===== config.mk =====
export PLATFORM = sky130hd
export DESIGN_NAME = if_fetch_unit_flat
export DESIGN_NICKNAME = d
export VERILOG_FILES = /design/src/rtl/if_fetch_unit_if.sv /design/src/rtl/if_fetch_unit.sv /design/src/flat_wrapper.sv
export SDC_FILE = /design/constraint.sdc
export NUM_CORES = 1
export LEC_CHECK = 0
export ABC_AREA = 1
export ABC_CLOCK_PERIOD_IN_PS = 8000
export CAP_MARGIN = 10
export CORE_MARGIN = 10
export CORE_UTILIZATION = 49
export CTS_CLUSTER_SIZE = 20
export DETAILED_ROUTE_END_ITERATION = 7
export PLACE_DENSITY_LB_ADDON = 0.3
export SYNTH_ARGS = -nofsm -noshare
export SYNTH_HDL_FRONTEND = slang
export SYNTH_SLANG_ARGS = --single-unit

===== constraint.sdc =====
create_clock -name clk -period 8 [get_ports clk]
set_clock_uncertainty 0.2 [all_clocks]
set_input_delay 1.6 -clock clk [delete_from_list [all_inputs] [get_ports clk]]
set_output_delay 1.6 -clock clk [all_outputs]
set_load 0.1 [all_outputs]

===== src/rtl/if_fetch_unit_if.sv =====
// Instruction-memory port of the fetch stage. The request side is a valid/ready
// channel. The response side is valid-only and returns one word per accepted request.
interface if_fetch_unit_if;
    logic        req_valid;
    logic [31:0] req_addr;
    logic        req_ready;
    logic        rsp_valid;
    logic [31:0] rsp_data;

    // The fetch unit issues requests and consumes responses.
    modport master (
        output req_valid,
        output req_addr,
        input  req_ready,
        input  rsp_valid,
        input  rsp_data
    );

    // The instruction memory accepts requests and produces responses.
    modport slave (
        input  req_valid,
        input  req_addr,
        output req_ready,
        output rsp_valid,
        output rsp_data
    );
endinterface


===== src/rtl/if_fetch_unit.sv =====
// Instruction-fetch stage controller. It owns the PC and keeps at most one
// instruction-memory request outstanding. It feeds the IF/ID register, honours the
// hazard-unit stall, and flushes on a branch/jump redirect from EX.
module if_fetch_unit #(
    parameter logic [31:0] RESET_PC  = 32'h0000_0000,
    parameter logic [31:0] NOP_INSTR = 32'h0000_0013
) (
    input  logic              clk,
    input  logic              rst,
    input  logic              redirect_valid,
    input  logic [31:0]       redirect_pc,
    input  logic              stall,
    if_fetch_unit_if.master   imem,
    output logic              ifid_valid,
    output logic [31:0]       ifid_pc,
    output logic [31:0]       ifid_pc_plus4,
    output logic [31:0]       ifid_instr
);

    typedef enum logic [2:0] {
        IDLE,
        FETCH,
        WAIT,
        HOLD,
        DROP
    } state_t;

    state_t      state;
    logic [31:0] pc;
    logic [31:0] pc_plus4;
    logic [31:0] skid_instr;
    logic [31:0] redirect_target;

    // The PC wraps modulo 2^32. Redirect targets are forced to word alignment.
    assign pc_plus4        = pc + 32'd4;
    assign redirect_target = redirect_pc & ~32'h0000_0003;

    // A request is only offered from FETCH. A redirect in the same cycle suppresses it,
    // so the stale PC is never sent to memory.
    assign imem.req_valid = (state == FETCH) && !redirect_valid;
    assign imem.req_addr  = pc;

    // PC, FSM, skid buffer and IF/ID register. A redirect overrides everything else.
    always_ff @(posedge clk or posedge rst) begin
        if (rst) begin
            state         <= IDLE;
            pc            <= RESET_PC;
            ifid_valid    <= 1'b0;
            ifid_pc       <= 32'h0000_0000;
            ifid_pc_plus4 <= 32'h0000_0000;
            ifid_instr    <= NOP_INSTR;
            skid_instr    <= 32'h0000_0000;
        end else if (redirect_valid) begin
            pc         <= redirect_target;
            ifid_valid <= 1'b0;
            ifid_instr <= NOP_INSTR;
            case (state)
                WAIT:    state <= imem.rsp_valid ? FETCH : DROP;
                DROP:    state <= imem.rsp_valid ? FETCH : DROP;
                default: state <= FETCH;
            endcase
        end else begin
            if (!stall) begin
                ifid_valid <= 1'b0;
            end
            case (state)
                IDLE: begin
                    state <= FETCH;
                end
                FETCH: begin
                    if (imem.req_valid && imem.req_ready) begin
                        state <= WAIT;
                    end
                end
                WAIT: begin
                    if (imem.rsp_valid) begin
                        if (stall) begin
                            skid_instr <= imem.rsp_data;
                            state      <= HOLD;
                        end else begin
                            ifid_valid    <= 1'b1;
                            ifid_pc       <= pc;
                            ifid_pc_plus4 <= pc_plus4;
                            ifid_instr    <= imem.rsp_data;
                            pc            <= pc_plus4;
                            state         <= FETCH;
                        end
                    end
                end
                HOLD: begin
                    if (!stall) begin
                        ifid_valid    <= 1'b1;
                        ifid_pc       <= pc;
                        ifid_pc_plus4 <= pc_plus4;
                        ifid_instr    <= skid_instr;
                        pc            <= pc_plus4;
                        state         <= FETCH;
                    end
                end
                DROP: begin
                    if (imem.rsp_valid) begin
                        state <= FETCH;
                    end
                end
                default: begin
                    state <= IDLE;
                end
            endcase
        end
    end

endmodule

===== src/flat_wrapper.sv =====
// flat-port wrapper written by rule: the top's interface ports become plain ports
module if_fetch_unit_flat 
#(
    parameter logic [31:0] RESET_PC  = 32'h0000_0000,
    parameter logic [31:0] NOP_INSTR = 32'h0000_0013
)
  (clk, rst, redirect_valid, redirect_pc, stall, ifid_valid, ifid_pc, ifid_pc_plus4, ifid_instr, imem_req_valid, imem_req_addr, imem_req_ready, imem_rsp_valid, imem_rsp_data);
  if_fetch_unit_if imem_i ();
  input  logic clk;
  input  logic rst;
  input  logic redirect_valid;
  input  logic [31:0] redirect_pc;
  input  logic stall;
  output logic ifid_valid;
  output logic [31:0] ifid_pc;
  output logic [31:0] ifid_pc_plus4;
  output logic [31:0] ifid_instr;
  output wire logic [$bits(imem_i.req_valid)-1:0] imem_req_valid;
  output wire logic [$bits(imem_i.req_addr)-1:0] imem_req_addr;
  input wire logic [$bits(imem_i.req_ready)-1:0] imem_req_ready;
  input wire logic [$bits(imem_i.rsp_valid)-1:0] imem_rsp_valid;
  input wire logic [$bits(imem_i.rsp_data)-1:0] imem_rsp_data;
  assign imem_req_valid = imem_i.req_valid;
  assign imem_req_addr = imem_i.req_addr;
  assign imem_i.req_ready = imem_req_ready;
  assign imem_i.rsp_valid = imem_rsp_valid;
  assign imem_i.rsp_data = imem_rsp_data;
  if_fetch_unit #(.RESET_PC(RESET_PC), .NOP_INSTR(NOP_INSTR)) u_core (.clk(clk), .rst(rst), .redirect_valid(redirect_valid), .redirect_pc(redirect_pc), .stall(stall), .imem(imem_i), .ifid_valid(ifid_valid), .ifid_pc(ifid_pc), .ifid_pc_plus4(ifid_pc_plus4), .ifid_instr(ifid_instr));
endmodule

==> flow_summary.yaml <==
status:
  status: "completed"
worst_setup_path:
  cp_max_fo: 14
  worstPathRequired_ns: 6.20
  reg2reg_from: "u_core.state[0]$_DFFE_PP0P_"
  cp-start-kind: "primary input"
  cp.arrival_ns: 3.91
  worstSetupPathType: "in -> out"
  crit_path_end_kind: "output pin"
  cp-startpoint: "redirect_valid"
clock_network:
  cts_tree: "done"
  cts_root_buf: "clkbuf_16"
  post_cts_buffers: 0
  cts_resized: 0
  cts.sinks: 158
  cts_made_buffers: 17
  htreeDepth: 4
  clock_path_buffers: 2
  cts_hold_buffers: 0
  clk-insertion-delay-late_ns: 0.42
  clk_pin_slew_worst_paths_ns: 0.06
synthesis:
  ys_seq_elements: 158
  synth.distinct_cells: 32
  yosys_warnings: 0
  netlist_top_cells_count: "nand2_1, dfrtp_1, nor2_1"
  synth_edf_count: 0
  synth_cells: 913
  synthFlopType: "dfrtp_1"
  synth.area.top_cells: "dfrtp_1, nand2_1, nor2_1"
  ys_seq_area_share_pct: 52.38
  syn_area_mm2: 0.007555
  yosysMostFrequentCell: "nand2_1"
  async_flop_share_pct: 100.0
  yosys.area.top_type: "dfrtp_1"
  synth_area_per_cell_um2: 8.275
  yosys.area.top_type_share_pct: 51.34
route:
  routed_wl_um: 20860
  final_antenna_net_count: 0
  vias: 6658
  dr.pass1.iters: 5
  wl_per_cell_um: 16.22
  via_per_inst: 5.177
  drcViolationCount: 0
  drt_iter0_markers: 469
global_route:
  antenna_found_initial: 2
  gr-total-overflow: 0
  grt.total_usage_pct: 19.95
  grt_max_degree: 91
  grt_pass1_wl_um: 33020
  first_global_vias: 6344
floorplanning:
  start_util_pct: 49.88
  ios: 200
  dieArea_mm2: 0.02079
  die_h_um: 144.2
  num_rows: 45
  die_w_um: 144.2
  coreArea_mm2: 0.01515
timing:
  hold_viol_final: 0
  setup_viol: 0
  max_freq_mhz: 175.2
  period_needed_ns: 5.709
  rsz0062_at_grt: "no"
  maxSlewHeadroom_pct: 29.57
  maxSlewViolCount: 0
  setup_tns_ns: 0
  min_period_over_period_pct: 71.36
  worst_pin_slew_ns: 1.053
flow_run:
  drv_cap: 0
cells_and_area:
  area_growth_pct: 34.10
  drive_above_1_share_pct: 7.482
  stdcell_area_mm2: 0.01013
  layout.nets: 1154
  final_cell_count_no_fill: 1286
place:
  dp_cells: 1252
  dpl-instance-area_mm2: 0.009504
  place_hpwl_um: 14560
  io_buffers: 191
  place_congestion: 0.8206
worst_hold_path:
  hold_start: "u_core.ifid_pc_plus4[5]$_DFFE_PP0P_"
  hold_path_class: "reg -> reg"
-- per-layer routing --
metal  vias to the layer above  track usage, %  part of all wire (%)
li1                       3292               -                     -
met1                      3107           24.77                    42
met2                       236           31.31                    46
met3                        23           8.134                    10
met4                         0           5.851                   1.9
met5                         -               0                     0
-- registers in the layout, summed over array words and instances (netlist names) --
name and flops:
u_core.ifid_valid 1, u_core.ifid_pc 30, u_core.imem.req_addr 30, u_core.ifid_pc_plus4 30, u_core.skid_instr 32, u_core.state 3
u_core.ifid_instr 32
-- critical path: stages --
cell and delay (ns):
clkdlybuf4s50_1 0.76, nor2_1 0.34, clkdlybuf4s50_1 1.20
-- cells in the final DEF (no fill, tap or decap), types with 2 or more instances in the layout --
master and instances:
nor2_1 123, dfstp_2 3, clkbuf_1 3, clkinvlp_4 3
o21a_1 8, clkinv_4 2, nand3_1 43, clkbuf_16 17
nand2_1 290, o31ai_1 31, inv_2 4, inv_1 46
dfrtp_1 155, nor2_4 2, and2_1 2, bufinv_16 3
o21ai_1 33, xor2_1 7, o211ai_1 4, a21oi_1 13
mux2_2 30, a211oi_1 2, conb_1 6, clkdlybuf4s50_1 191
buf_4 5, clkbuf_8 4, diode_2 2, nor2_2 2
o21ai_0 54
-- path summary, 6_finish.rpt --
check                                                      endpoint  slack, ns  cells past startpoint
worst max register to register          u_core.state[0]$_DFFE_PP0P_       5.13                      7
worst min-delay path            u_core.ifid_pc_plus4[5]$_DFFE_PP0P_       0.27                      2
worst min register to register  u_core.ifid_pc_plus4[5]$_DFFE_PP0P_       0.27                      2
max in group asynchronous         u_core.ifid_instr[18]$_DFFE_PP0P_       4.66                      3
min in group asynchronous             u_core.ifid_pc[3]$_DFFE_PP0P_       1.51                      2
worst max-delay path                                 imem_req_valid       2.29                      3
-- per-stage QoR --
stage | setup slack, ns | hold slack, ns | utilization [%]
floorplan | 1.942 | 0.2538 | -
global placement | 2.270 | 0.2544 | 62.75
detailed placement | 2.268 | 0.2575 | 62.75
CTS | 2.256 | 0.2722 | 66.86
global route | 2.132 | 0.2852 | 66.86
finish | 2.291 | 0.2698 | 66.89
-- cell type report --
type	instances	area, µm²
clock inverters	8	130.1
well taps	188	235.2
diodes	2	5.005
fillers	1237	5015
clock buffers	24	491.7
multi-input cells	659	3166
inverters	51	196.4
repair buffers	196	1949
flip-flops and latches	158	3958
-- cell families after synthesis --
group / Yosys count / share of synthesized area, %
muxes: 30 / 4.472
buffers and inverters: 101 / 6.062
and+or+nand+nor: 468 / 24.58
DFF: 158 / 52.38
xor gates and xnor gates: 7 / 0.8115
adders and majority gates: 1 / 0.1656
AOI/OAI and AO/OA: 147 / 11.48
other: 1 / 0.04964
Power is left out: the tool's default activity adds up to more than one toggle a clock period on the data nets, which glitch-free logic cannot reach.
